`config.mk`:
```
export PLATFORM = sky130hd
export DESIGN_NAME = serial_comp_ctrl
export DESIGN_NICKNAME = d
export VERILOG_FILES = /design/src/rtl/serial_comp_pkg.sv /design/src/rtl/comp2_slice.sv /design/src/rtl/serial_comp_ctrl.sv
export SDC_FILE = /design/constraint.sdc
export NUM_CORES = 1
export LEC_CHECK = 0
export CAP_MARGIN = 10
export CELL_PAD_IN_SITES_DETAIL_PLACEMENT = 2
export CELL_PAD_IN_SITES_GLOBAL_PLACEMENT = 2
export CORE_MARGIN = 2
export CORE_UTILIZATION = 38
export CTS_CLUSTER_SIZE = 28
export DETAILED_ROUTE_END_ITERATION = 7
export DONT_BUFFER_PORTS = 1
export PLACE_DENSITY_LB_ADDON = 0.1
export REMOVE_ABC_BUFFERS = 1
export SYNTH_ARGS = -nofsm -noshare
export SYNTH_HDL_FRONTEND = slang
export SYNTH_SLANG_ARGS = --single-unit
```
`constraint.sdc`:
```
create_clock -name clk -period 4.6 [get_ports clk]
set_input_delay 0.23 -clock clk [delete_from_list [all_inputs] [get_ports clk]]
set_output_delay 0.23 -clock clk [all_outputs]
set_load 0.02 [all_outputs]
```
`src/rtl/serial_comp_pkg.sv`:
```
// Shared types for the serial magnitude comparator.
// Holds the FSM state encoding and the slice width.
package serial_comp_pkg;

    localparam int SLICE_W = 2;

    typedef enum logic [1:0] {
        IDLE = 2'd0,
        CMP  = 2'd1,
        DONE = 2'd2
    } state_t;

endpackage

```
`src/rtl/comp2_slice.sv`:
```
// Combinational compare of one 2-bit operand slice.
// Ports: x, y slice values in; gt, eq, lt one-hot result out.
module comp2_slice
    import serial_comp_pkg::*;
(
    input  logic [SLICE_W-1:0] x,
    input  logic [SLICE_W-1:0] y,
    output logic               gt,
    output logic               eq,
    output logic               lt
);

    assign gt = (x > y);
    assign eq = (x == y);
    assign lt = (x < y);

endmodule

```
`src/rtl/serial_comp_ctrl.sv`:
```
// Serial unsigned comparator, 2 bits per cycle, MSB first, early exit.
// Ports: clk, rst (sync, active-high), start/a/b in; busy/done/gt/eq/lt out.
module serial_comp_ctrl
    import serial_comp_pkg::*;
#(
    parameter int WIDTH = 8
) (
    input  logic             clk,
    input  logic             rst,
    input  logic             start,
    input  logic [WIDTH-1:0] a,
    input  logic [WIDTH-1:0] b,
    output logic             busy,
    output logic             done,
    output logic             gt,
    output logic             eq,
    output logic             lt
);

    localparam int NSL = WIDTH / SLICE_W;
    localparam int KW  = (NSL > 1) ? $clog2(NSL) : 1;
    localparam logic [KW-1:0] K_LAST = KW'(NSL - 1);

    if (WIDTH < 2 || (WIDTH % 2) != 0) begin : g_bad_width
        $error("serial_comp_ctrl: WIDTH must be even and >= 2");
    end

    state_t           state_q, state_d;
    logic [WIDTH-1:0] opa_q, opa_d;
    logic [WIDTH-1:0] opb_q, opb_d;
    logic [KW-1:0]    k_q, k_d;
    logic             busy_q, busy_d;
    logic             done_q, done_d;
    logic             gt_q, gt_d;
    logic             eq_q, eq_d;
    logic             lt_q, lt_d;

    logic [SLICE_W-1:0] sx, sy;
    logic               s_gt, s_eq, s_lt;

    // Slice k sits k slices below the MSB of the latched operands.
    always_comb begin
        sx = '0;
        sy = '0;
        for (int i = 0; i < NSL; i++) begin
            if (k_q == KW'(i)) begin
                sx = opa_q[WIDTH-1-SLICE_W*i -: SLICE_W];
                sy = opb_q[WIDTH-1-SLICE_W*i -: SLICE_W];
            end
        end
    end

    comp2_slice u_slice (
        .x  (sx),
        .y  (sy),
        .gt (s_gt),
        .eq (s_eq),
        .lt (s_lt)
    );

    always_comb begin
        state_d = state_q;
        opa_d   = opa_q;
        opb_d   = opb_q;
        k_d     = k_q;
        gt_d    = gt_q;
        eq_d    = eq_q;
        lt_d    = lt_q;
        unique case (state_q)
            IDLE: begin
                if (start) begin
                    state_d = CMP;
                    opa_d   = a;
                    opb_d   = b;
                    k_d     = '0;
                    gt_d    = 1'b0;
                    eq_d    = 1'b0;
                    lt_d    = 1'b0;
                end
            end
            CMP: begin
                // An equal slice can only finish the compare when it is
                // the last one, so s_eq doubles as the final eq flag.
                if (!s_eq || k_q == K_LAST) begin
                    state_d = DONE;
                    gt_d    = s_gt;
                    eq_d    = s_eq;
                    lt_d    = s_lt;
                end else begin
                    k_d = k_q + 1'b1;
                end
            end
            DONE: begin
                state_d = IDLE;
            end
            default: begin
                state_d = IDLE;
            end
        endcase
        busy_d = (state_d == CMP);
        done_d = (state_d == DONE);
    end

    always_ff @(posedge clk) begin
        if (rst) begin
            state_q <= IDLE;
            opa_q   <= '0;
            opb_q   <= '0;
            k_q     <= '0;
            busy_q  <= 1'b0;
            done_q  <= 1'b0;
            gt_q    <= 1'b0;
            eq_q    <= 1'b0;
            lt_q    <= 1'b0;
        end else begin
            state_q <= state_d;
            opa_q   <= opa_d;
            opb_q   <= opb_d;
            k_q     <= k_d;
            busy_q  <= busy_d;
            done_q  <= done_d;
            gt_q    <= gt_d;
            eq_q    <= eq_d;
            lt_q    <= lt_d;
        end
    end

    assign busy = busy_q;
    assign done = done_q;
    assign gt   = gt_q;
    assign eq   = eq_q;
    assign lt   = lt_q;

endmodule

```
==> metrics.txt <==
outcome completed; syn avg cell area 8.201 sq um; Distinct cells, synth 30; Worst R2R Start k_q[0]; Final TNS setup 0 ns; Max Slew Vio Count 0; CP Launch Point k_q[0]; clock sink count 25; clock slew at reported path FFs 0.13 ns; Yosys top cell area share 41.80%; Crit Path Max Fanout 8; ys flop type dfxtp_1; Post-DP HPWL 2011 microns; post-synthesis adder-cell area fraction 6.270%; asr flop ratio synth 0%; top post-synthesis cells by count nand2_1 (36), a21oi_1 (26), dfxtp_1 (25); Pint 0.0003320 W; wire length per cell approximately 15 microns; total routed wirelength 2804 microns; hold path startpoint rst; Placer Congestion 0.7723; leak pwr ~0.44 nW; unrepaired setup endpoints after global routing no; Combinational Power Share between 20 and 30%; period utilisation layout 52.15%; CP Class flip-flop to flip-flop; final hold vios 0; main combinational cell family by area after synthesis simple AND/OR/NAND/NOR gates; sw frac a little over a third; Seq/Total Area, Yosys 41.80%; final antenna-violating net count 0; layout cells sized above 1 5.594%; DRT Pass-1 Iters 4; Overflow after GRT 0; die extent in x 60.14 microns; die area ~3600 sq um; Worst slew margin a little under half; multiplexer share of the synthesized area around 1.7%; DR iter-0 viols 32; clock tree buffer depth 2; worst setup margin roughly 2.2 ns; DR vias/cell roughly 5.3; Synth Area in Simple Gates 23.51%; Final min period around 2.4 ns; maximum vdd drop roughly 0.13 mV; largest net degree at the start of global routing 22; initial antenna violation count 0; FF+latch count, synth 25; I/O Buffers 0; Post-synth EDFFs 0; Worst Hold Slack a little under 0.007 ns; via count 987; vias in the first global route just over 1000; top cells by area, synth dfxtp_1 (42%), nand2_1 (11%), a21oi_1 (11%); core area ~3000 sq um; worst-skew pair later-pin latency 0.32 ns; f_max 416.9 MHz; max capacitance violation total 0; Netlist Area Pre-Place around 1200 sq um; GRT Resource Usage Total between 15 and 20%; crit path DAT 2.66 ns; endpoint class of the critical path flip-flop; total CTS buffers 3; num rows 20; DRC viols 0; # fillers 356; XOR/XNOR Fraction of Synth Area 0%; Layout area overhead 2.194%; initial core utilization 39.55%; first-pass GRT wire length 4629 microns; IO Pins 24; Flop pwr share 52.4%; complex-gate fraction of the synthesized area approximately a fifth; Clk pwr share 19.1%; Post-Synthesis Cells 146; Die Height 60.14 microns; Synth area leader dfxtp_1; Psw 0.0001835 W; Place WS 2.239 ns; Worst Tran Pin Value 0.7797 ns; Clock Tree Root clkbuf_4; Setup Skew 0.0009970 ns; H-Tree Depth 1; count leader, synth nand2_1; Ys Warns 0; CTS tree yes; required time worst endpoint 4.86 ns; Power Density 421.3 nW/um^2; # nets final ~170; Antenna diodes 0; Hold Crit Class input port to flip-flop; crit start category flip-flop; overall power 0.0005156 W; Setup-failing EPs final 0; post-cts repair resize count 0
==> critical path, stage by stage, from the launching register on <==
cell and delay (ns):
dfxtp_1 0.42, inv_1 0.10, ha_1 0.32, a21oi_1 0.15, o21ai_0 0.10, a22o_1 0.20
ha_1 0.35, and3b_1 0.24, a21oi_1 0.26, mux2i_1 0.20
==> power groups by stage <==
stage / clock network (W) / registers, W / logic [W]
after global placement: 0 / 0.000274 / 0.000137
after floorplan: 0 / 0.000269 / 0.000111
after global routing: 0.000111 / 0.000274 / 0.000170
after CTS: 0.000103 / 0.000271 / 0.000151
final: 0.0000984 / 0.000270 / 0.000147
after detailed placement: 0 / 0.000275 / 0.000146
==> routing by layer <==
| layer | part of all wire, % | vias to the layer above | global-route usage (%) | wire length [microns] |
|---|---|---|---|---|
| met5 | 0 | - | 0 | 0 |
| met4 | 2.1 | 0 | 7.937 | 59 |
| met3 | 4.2 | 7 | 3.463 | 117 |
| met2 | 47 | 23 | 28.73 | 1320 |
| li1 | - | 490 | - | - |
| met1 | 47 | 467 | 22.60 | 1306 |
==> layout by cell type (no fill, tap or decap), types with 2 or more instances in the layout <==
| master | netlist | layout |
|---|---|---|
| o21ai_0 | 4 | 4 |
| dfxtp_1 | 25 | 25 |
| nor3_1 | 3 | 3 |
| a22oi_1 | 2 | 2 |
| nand2b_1 | 2 | 2 |
| inv_1 | 8 | 8 |
| a21oi_1 | 26 | 26 |
| and2_1 | 2 | 2 |
| clkbuf_4 | 0 | 3 |
| nand2_1 | 36 | 36 |
| a31oi_1 | 3 | 3 |
| nand3b_1 | 2 | 2 |
| ha_1 | 6 | 6 |
| nand2_2 | 3 | 3 |
| mux2i_1 | 2 | 2 |
| a22o_1 | 2 | 2 |
| nand3_1 | 2 | 2 |
==> final cells by class <==
| type | count | area (sq um) | area share [%] |
|---|---|---|---|
| Sequential cell | 25 | 500.5 | 40.90 |
| Tap cell | 44 | 55.05 | 4.499 |
| Clock buffer | 4 | 26.28 | 2.147 |
| Inverter | 8 | 30.03 | 2.454 |
| Timing Repair Buffer | 1 | 10.01 | 0.8180 |
| Multi-Input combinational cell | 105 | 601.8 | 49.18 |
==> state kept, by name (all words and copies together), names as in the netlist <==
name,count
busy,1
opb_q,8
state_q,2
lt,1
k_q,2
eq,1
done,1
opa_q,8
gt,1
==> per-stage QoR <==
stage | std cells | area, sq um | util [%]
after floorplan | 138 | 1132 | -
after global routing | 187 | 1224 | 40.41
after CTS | 187 | 1224 | 40.41
after global placement | 182 | 1187 | 39.21
after detailed placement | 182 | 1187 | 39.21
final | 187 | 1224 | 40.41
==> cells by family (layout without fill, tap and decap cells) <==
family	Yosys count	after routing
fa+ha+maj	6	6
buf+inv	16	13
simple gates	57	57
compound gates	40	40
mux	2	2
flops	25	25
==> worst paths after layout <==
check                           cells after the start  endpoint  slack, ns
worst max-delay path                                9        lt       2.20
worst min-delay path                                1        gt      0.007
worst max register to register                      9        lt       2.20
worst min register to register                      2  opa_q[3]       0.47
==> timing repair <==
item / in CTS / in global routing
buffers inserted: 0 / 0
hold buffers: 1 / 0
hold endpoints to repair: 21 / 0
Power figures use the tool's default switching activity.
